[src/rtl/im_loader.sv]
// Instruction memory loader: takes a byte stream (address, count, data words, checksum),
// writes big-endian words into the instruction memory and releases the CPU once the checksum is good.
module im_loader #(
  parameter int          ADDR_W    = 16,
  parameter int          DATA_W    = 32,
  parameter int unsigned MAX_WORDS = 32'h0000_FFFF
) (
  input  logic              CLK,
  input  logic              RST,
  input  logic              START,
  input  logic [7:0]        BYTE_IN,
  input  logic              BYTE_VLD,
  output logic              BYTE_RDY,
  output logic              IM_WE,
  output logic [ADDR_W-1:0] IM_ADDR,
  output logic [DATA_W-1:0] IM_WDATA,
  output logic              CPU_RST_F,
  output logic              BUSY,
  output logic              DONE,
  output logic              ERR
);

  // state    | meaning
  // IDLE     | waiting for START, CPU held in reset
  // ADDR_*   | receiving start word address
  // CNT_*    | receiving word count
  // DATA     | assembling a word, MSB first
  // WRITE    | one-cycle memory write of the assembled word
  // CHECK    | waiting for the checksum byte
  // DONE     | load good, CPU released
  // ERROR    | load aborted, CPU held in reset
  typedef enum logic [3:0] {
    S_IDLE, S_ADDR_HI, S_ADDR_LO, S_CNT_HI, S_CNT_LO,
    S_DATA, S_WRITE, S_CHECK, S_DONE, S_ERROR
  } state_t;

  state_t              state, state_nxt;
  logic [7:0]          hi_byte;
  logic [ADDR_W-1:0]   addr;
  logic [15:0]         cnt;
  logic [1:0]          idx;
  logic [7:0]          sum;
  logic [DATA_W-1:0]   word;
  logic                cpu_rst_f;
  logic                xfer;
  logic [7:0]          sum_nxt;
  logic [15:0]         cnt_in;

  assign xfer    = BYTE_VLD && BYTE_RDY;
  assign sum_nxt = sum + BYTE_IN;
  assign cnt_in  = {hi_byte, BYTE_IN};

  always_comb begin
    state_nxt = state;
    BYTE_RDY  = 1'b0;
    case (state)
      S_IDLE, S_DONE, S_ERROR: if (START) state_nxt = S_ADDR_HI;
      S_ADDR_HI: begin BYTE_RDY = 1'b1; if (xfer) state_nxt = S_ADDR_LO; end
      S_ADDR_LO: begin BYTE_RDY = 1'b1; if (xfer) state_nxt = S_CNT_HI; end
      S_CNT_HI:  begin BYTE_RDY = 1'b1; if (xfer) state_nxt = S_CNT_LO; end
      S_CNT_LO: begin
        BYTE_RDY = 1'b1;
        if (xfer) begin
          if (32'(cnt_in) > MAX_WORDS) state_nxt = S_ERROR;
          else if (cnt_in == 16'd0)    state_nxt = S_CHECK;
          else                         state_nxt = S_DATA;
        end
      end
      S_DATA: begin
        BYTE_RDY = 1'b1;
        if (xfer && idx == 2'd3) state_nxt = S_WRITE;
      end
      S_WRITE: state_nxt = (cnt == 16'd1) ? S_CHECK : S_DATA;
      S_CHECK: begin
        BYTE_RDY = 1'b1;
        if (xfer) state_nxt = (sum_nxt == 8'd0) ? S_DONE : S_ERROR;
      end
      default: state_nxt = S_IDLE;
    endcase
  end

  always_ff @(posedge CLK or posedge RST) begin
    if (RST) begin
      state     <= S_IDLE;
      hi_byte   <= '0;
      addr      <= '0;
      cnt       <= '0;
      idx       <= '0;
      sum       <= '0;
      word      <= '0;
      cpu_rst_f <= 1'b0;
    end else begin
      state     <= state_nxt;
      cpu_rst_f <= (state_nxt == S_DONE);
      if ((state == S_IDLE || state == S_DONE || state == S_ERROR) && START) begin
        sum <= '0;
        idx <= '0;
      end
      if (xfer) begin
        sum <= sum_nxt;
        case (state)
          S_ADDR_HI, S_CNT_HI: hi_byte <= BYTE_IN;
          S_ADDR_LO:           addr    <= ADDR_W'(cnt_in);
          S_CNT_LO:            cnt     <= cnt_in;
          S_DATA: begin
            word <= {word[DATA_W-9:0], BYTE_IN};
            idx  <= idx + 2'd1;
          end
          default: ;
        endcase
      end
      // address wraps naturally at the top of the word space
      if (state == S_WRITE) begin
        addr <= addr + 1'b1;
        cnt  <= cnt - 16'd1;
      end
    end
  end

  assign IM_WE     = (state == S_WRITE);
  assign IM_ADDR   = addr;
  assign IM_WDATA  = word;
  assign CPU_RST_F = cpu_rst_f;
  assign DONE      = (state == S_DONE);
  assign ERR       = (state == S_ERROR);
  assign BUSY      = !(state == S_IDLE || state == S_DONE || state == S_ERROR);

endmodule

[config.mk]
export PLATFORM = sky130hd
export DESIGN_NAME = im_loader
export DESIGN_NICKNAME = d
export VERILOG_FILES = /design/src/rtl/im_loader.sv
export SDC_FILE = /design/constraint.sdc
export NUM_CORES = 1
export LEC_CHECK = 0
export BUFFER_PORTS_ARGS = -buffer_cell sky130_fd_sc_hd__buf_2
export CAP_MARGIN = 10
export CORE_AREA = 10 10 114 116
export CTS_CLUSTER_DIAMETER = 40
export DETAILED_ROUTE_END_ITERATION = 8
export DIE_AREA = 0 0 124 126
export GPL_TIMING_DRIVEN = 0
export PLACE_DENSITY = 0.69
export SETUP_SLACK_MARGIN = 0.2
export SLEW_MARGIN = 20
export SYNTH_ARGS = -nofsm -noshare
export SYNTH_HDL_FRONTEND = slang
export SYNTH_SLANG_ARGS = --single-unit
[constraint.sdc]
create_clock -name CLK -period 2.8 [get_ports CLK]
set_input_delay 0.28 -clock CLK [delete_from_list [all_inputs] [get_ports CLK]]
set_output_delay 0.28 -clock CLK [all_outputs]
set_load 0.01 [all_outputs]
==> results of run 1 <==
[cell type report]
cell class	instances	area, um2	share of cell area [%]
buffer	25	105	1.97
timing repair buffer	67	363	6.81
clock inverter	6	51.3	0.963
inverter	12	47.5	0.892
sequential	87	2180	40.9
multi-input combinational	337	2270	42.6
tap	140	175	3.29
clock buffer	10	138	2.58
[per-stage QoR]
| stage | cells | utilization, % | total power, uW | setup TNS, ns | worst slack (ns) |
|---|---|---|---|---|---|
| after floorplan | 461 | - | 4210 | 0 | 0.270 |
| after global placement | 666 | 47.6 | 5080 | -64.16 | -0.740 |
| after detailed placement | 667 | 47.9 | 5210 | 0 | 0.293 |
| after CTS | 684 | 49.8 | 6080 | 0 | 0.270 |
| after global routing | 684 | 49.8 | 6520 | 0 | 0.275 |
| final | 684 | 49.8 | 6070 | 0 | 0.388 |
[worst max-delay path by stage]
| stage | start | to | slack, ns | cells past startpoint |
|---|---|---|---|---|
| CTS | state[2]$_DFF_PP0_ | IM_ADDR[0]$_DFFE_PP0P_ | 0.27 | 5 |
| finish | state[3]$_DFF_PP0_ | IM_WE | 0.39 | 6 |
| global placement | RST | sum[4]$_DFFE_PP0P_ | -0.74 | 2 |
| floorplan | RST | CPU_RST_F$_DFF_PP0_ | 0.27 | 1 |
| global route | state[3]$_DFF_PP0_ | cnt[12]$_DFFE_PP0P_ | 0.27 | 8 |
| detailed placement | BYTE_VLD | IM_ADDR[9]$_DFFE_PP0P_ | 0.29 | 6 |
[metal layers]
| layer | wire (um) | up-vias | share of wire, % | global-route usage, % |
|---|---|---|---|---|
| li1 | - | 1866 | - | - |
| met1 | 5510 | 1958 | 43 | 21.0 |
| met2 | 6130 | 141 | 48 | 26.6 |
| met3 | 900 | 25 | 7.0 | 3.17 |
| met4 | 263 | 0 | 2.1 | 5.69 |
| met5 | 0 | - | 0 | 0 |
[power by group]
| part | total (uW) | switching (uW) | internal (uW) |
|---|---|---|---|
| Combinational | 2750 | 1510 | 1240 |
| Clock | 870 | 507 | 363 |
| Sequential | 2450 | 586 | 1870 |
| Total | 6070 | 2600 | 3470 |
[registers in the layout, summed over array words and instances, names as in the netlist]
name       cells
cnt           16
CPU_RST_F      1
idx            2
hi_byte        8
sum            8
state          4
IM_WDATA      32
IM_ADDR       16
[synth_stat cells, drive strengths merged, types with 5 or more instances]
library cell and instances:
nand2b 5, clkbuf 14, o21ai 46, a31oi 9
ha 11, nand2 33, a21oi 28, nand3 18
a2bb2oi 7, or3 8, o21a 6, dfrtp 87
mux2 40, inv 12, nor2 30, nand4 8
nor4 7, buf 11, nor3 18
[critical path, stage by stage, from the launching register on]
cell      delay, ns
dfrtp_1        0.37
buf_2          0.18
nand2b_1       0.28
or2_1          0.30
inv_2          0.17
buf_2          0.28
buf_2          0.18
[repair_timing]
action / 4_1_cts / 5_1_grt
gates resized for setup: 1 / 0
hold endpoints to repair: 39 / 0
hold buffers: 1 / 0
setup endpoints to repair: 1 / 0
[cell families after synthesis]
family	after synthesis	share of synthesized area, %
fa+ha+maj	12	3.43
compound gates	132	18.2
flops	87	47.4
simple gates	146	16.6
mux	40	9.81
buf+inv	37	3.24
xor+xnor	7	1.34
==> impl_metrics.env, run 1 <==
export IMPL_place_gp_congestion=0.884
export IMPL_drive_gt1_share_pct=26.3
export IMPL_postPlaceCellArea_um2=5120
export IMPL_routedWlPerCell_um=18.7
export IMPL_netlist_area_um2=4590
export IMPL_fp_dieH_um=126
export IMPL_cp_required_ns=2.52
export IMPL_syn_area_per_cell_um2=9.96
export IMPL_portBuffers=65
export IMPL_fin_skew_ns=0.0165
export IMPL_synth_ff_type="dfrtp_1"
export IMPL_grt_remaining_overflow=0
export IMPL_stdcell_area_um2=5330
export IMPL_leakage_uw=0.00231
export IMPL_cts_sinks=87
export IMPL_min_period_ns=2.41
export IMPL_synth_top_area_share_pct=47.4
export IMPL_rows=38
export IMPL_worst_r2r_endpoint="cnt[12]$_DFFE_PP0P_"
export IMPL_ys_seq_elements=87
export IMPL_ant_nets=0
export IMPL_vias=3990
export IMPL_rsz0062_at_grt="false"
export IMPL_syn2layout_area_growth_pct=16.0
export IMPL_via_per_inst=5.83
export IMPL_cts_root_buf="clkbuf_8"
export IMPL_coreArea_um2=10700
export IMPL_worst_r2r_cell_count=8
export IMPL_die_w_um=124
export IMPL_grt_pass1_wl_um=20500
export IMPL_cts_buffer_depth=2
export IMPL_grt_max_degree=49
export IMPL_rrSetupSlack_ns=0.42
export IMPL_critical_path_arrival_ns=2.13
export IMPL_grt_usage_pct=16.3
export IMPL_syn_num_nets=485
export IMPL_status="finished, final reports clean"
export IMPL_drt_pass1_iter_count=5
export IMPL_most_common_layout_cells="87 x dfrtp_1, 74 x buf_2, 46 x o21ai_0"
export IMPL_maxCapViolCount=0
export IMPL_hold_viol_final=0
export IMPL_nets=563
export IMPL_min_to="state[3]$_DFF_PP0_"
export IMPL_grt_pass1_vias=3864
export IMPL_slew_headroom_pct=48.8
export IMPL_clkLatencyLatePin_ns=0.38
export IMPL_fin_crit_sh_pct=86.1
export IMPL_max_freq_mhz=415
export IMPL_rr_startpoint="state[3]$_DFF_PP0_"
export IMPL_clk_pin_slew_ns=0.09
export IMPL_yosysSeqAreaShare_pct=47.4
export IMPL_crit_type="reg2out"
export IMPL_syn_inst=461
export IMPL_whs_ns=0.200
export IMPL_htreeDepth=3
export IMPL_setup_viol=0
export IMPL_first_iter_violations=520
export IMPL_antenna_cells=0
export IMPL_crit_path_start_kind="flip-flop"
export IMPL_worstMarginPinSlew_ns=0.765
export IMPL_synth_warnings=0
export IMPL_synth_area_leaders="dfrtp_1 47%, mux2_2 9.8%, o21ai_0 5.0%, a21oi_1 3.1%, ha_1 3.0%"
export IMPL_cts_tree="done"
export IMPL_max_vdd_ir_drop_mv=0.489
export IMPL_synth_edf_count=0
export IMPL_cts_buffers=9
export IMPL_worstHoldPathCells=2
export IMPL_async_reset_ff_share_pct=100
export IMPL_drcViolationCount=0
export IMPL_dieArea_um2=15600
export IMPL_slew_violations=0
export IMPL_ios=66
export IMPL_cts_setup_buffers=0
export IMPL_crit_path_max_fanout=10
export IMPL_min_path_type="in2reg"
export IMPL_p_per_area_nw_per_um2=1140
export IMPL_synth_cell_types=55
export IMPL_wirelength_um=12800
export IMPL_dp_final_hpwl_um=9070
export IMPL_synth_top_cell_by_area="dfrtp_1"
export IMPL_antenna_found_initial=0
export IMPL_min_delay_start="START"
export IMPL_start_util_pct=42.9
export IMPL_fill_cells=980
export IMPL_end_kind="output pin"
export IMPL_layout_commonest_cell="dfrtp_1"
No activity file was read; power rests on OpenSTA's default activity.
==> run 2: changes to the inputs <==
BUFFER_PORTS_ARGS = default   (was -buffer_cell sky130_fd_sc_hd__buf_2)
DONT_BUFFER_PORTS = 1   (was default)
GPL_ROUTABILITY_DRIVEN = 1   (was default)
PLACE_DENSITY = 0.63   (was 0.69)
==> impl_metrics.env, run 2 (same netlist as run 1, synthesis figures left out) <==
export IMPL_rrSetupSlack_ns=0.40
export IMPL_crit_path_max_fanout=10
export IMPL_setup_viol=0
export IMPL_rr_startpoint="sum[0]$_DFFE_PP0P_"
export IMPL_max_freq_mhz=408
export IMPL_critical_path_arrival_ns=2.17
export IMPL_wirelength_um=12800
export IMPL_first_iter_violations=389
export IMPL_layout_commonest_cell="dfrtp_1"
export IMPL_drcViolationCount=0
export IMPL_grt_usage_pct=16.2
export IMPL_fin_crit_sh_pct=87.5
export IMPL_slew_violations=0
export IMPL_place_gp_congestion=0.872
export IMPL_max_vdd_ir_drop_mv=0.398
export IMPL_slew_headroom_pct=51.4
export IMPL_min_delay_start="BYTE_IN[0]"
export IMPL_drive_gt1_share_pct=15.9
export IMPL_dp_final_hpwl_um=8910
export IMPL_ant_nets=0
export IMPL_min_path_type="in2reg"
export IMPL_grt_max_degree=50
export IMPL_drt_pass1_iter_count=5
export IMPL_crit_path_start_kind="flip-flop"
export IMPL_cts_buffers=9
export IMPL_antenna_cells=0
export IMPL_hold_viol_final=0
export IMPL_stdcell_area_um2=4990
export IMPL_worst_r2r_endpoint="CPU_RST_F$_DFF_PP0_"
export IMPL_grt_pass1_wl_um=19900
export IMPL_min_to="IM_WDATA[0]$_DFFE_PP0P_"
export IMPL_grt_pass1_vias=3498
export IMPL_clkLatencyLatePin_ns=0.38
export IMPL_status="finished, final reports clean"
export IMPL_power_uw=5720
export IMPL_nets=498
export IMPL_worstMarginPinSlew_ns=0.725
export IMPL_cts_resized=0
export IMPL_via_per_inst=6.13
export IMPL_antenna_found_initial=0
export IMPL_vias=3793
export IMPL_cts_tree="done"
export IMPL_routedWlPerCell_um=20.7
export IMPL_rsz0062_at_grt="false"
export IMPL_end_kind="output pin"
export IMPL_coreArea_um2=10700
export IMPL_cts_sinks=87
export IMPL_maxCapViolCount=0
export IMPL_rows=38
export IMPL_cp_required_ns=2.52
export IMPL_min_period_ns=2.45
export IMPL_dieArea_um2=15600
export IMPL_postPlaceCellArea_um2=4800
export IMPL_p_per_area_nw_per_um2=1150
export IMPL_fin_setup_tns_ns=0
export IMPL_syn2layout_area_growth_pct=8.66
export IMPL_ios=66
export IMPL_portBuffers=0
export IMPL_fin_skew_ns=0.0182
export IMPL_clk_pin_slew_ns=0.10
export IMPL_grt_remaining_overflow=0
export IMPL_worstHoldPathCells=1
export IMPL_start_util_pct=42.9
export IMPL_die_w_um=124
export IMPL_cts_root_buf="clkbuf_8"
export IMPL_worst_r2r_cell_count=7
export IMPL_most_common_layout_cells="87 x dfrtp_1, 46 x o21ai_0, 40 x mux2_2"
export IMPL_fp_dieH_um=126
export IMPL_place_inst=602
export IMPL_largest_register_ffs=32
export IMPL_cts_buffer_depth=2
export IMPL_leakage_uw=0.00202
export IMPL_htreeDepth=3
export IMPL_crit_type="reg2out"
export IMPL_instances_no_fill=619
run 2: what timing repair did:
| action | 4_1_cts | 5_1_grt |
|---|---|---|
| setup buffers | 0 | 0 |
| hold endpoints to repair | 38 | 0 |
| hold buffers | 1 | 0 |
| endpoints found under the setup margin | 0 | 0 |
run 2: area by class of cell:
class	instances	area, um2
buffer	25	104
clock buffer	10	128
clock inverter	6	50.0
fill	1008	5710
inverter	12	47.5
multi-input combinational	337	2270
sequential	87	2180
tap	140	175
timing repair buffer	2	37.5
run 2: how the worst max path moves through the flow:
stage / startpoint / end / slack [ns] / cells past startpoint
after detailed placement: state[2]$_DFF_PP0_ / IM_ADDR[1]$_DFFE_PP0P_ / 0.26 / 5
after floorplan: RST / CPU_RST_F$_DFF_PP0_ / 0.27 / 1
final: state[3]$_DFF_PP0_ / IM_WE / 0.35 / 5
after global placement: RST / sum[5]$_DFFE_PP0P_ / -0.70 / 1
after CTS: state[2]$_DFF_PP0_ / IM_ADDR[1]$_DFFE_PP0P_ / 0.24 / 5
after global routing: state[3]$_DFF_PP0_ / IM_WE / 0.22 / 5
run 2: critical path: stages (launching register included):
cell and delay (ns):
dfrtp_1 0.37, buf_2 0.18, nand2b_1 0.28, or2_1 0.30, inv_2 0.17, buf_1 0.49
run 2: where the power goes:
part / internal [uW] / total, uW / switching, uW
Sequential: 1870 / 2710 / 844
Combinational: 993 / 2160 / 1170
Clock: 337 / 844 / 507
Total: 3200 / 5720 / 2520
run 2: routing by layer:
metal / part of all wire, % / global-route usage [%] / vias up
met5: 0 / 0 / -
met4: 2.6 / 5.56 / 0
met3: 8.6 / 4.87 / 31
met2: 47 / 24.7 / 158
met1: 42 / 21.2 / 1868
li1: - / - / 1736
run 2: through the flow:
stage               hold WS [ns]  worst slack [ns]  utilization, %
floorplan                  0.418             0.270               -
global placement           0.434            -0.702            44.6
detailed placement         0.224             0.259            44.8
CTS                       0.0380             0.240            46.6
global route              0.0323             0.220            46.6
finish                    0.0509             0.350            46.6
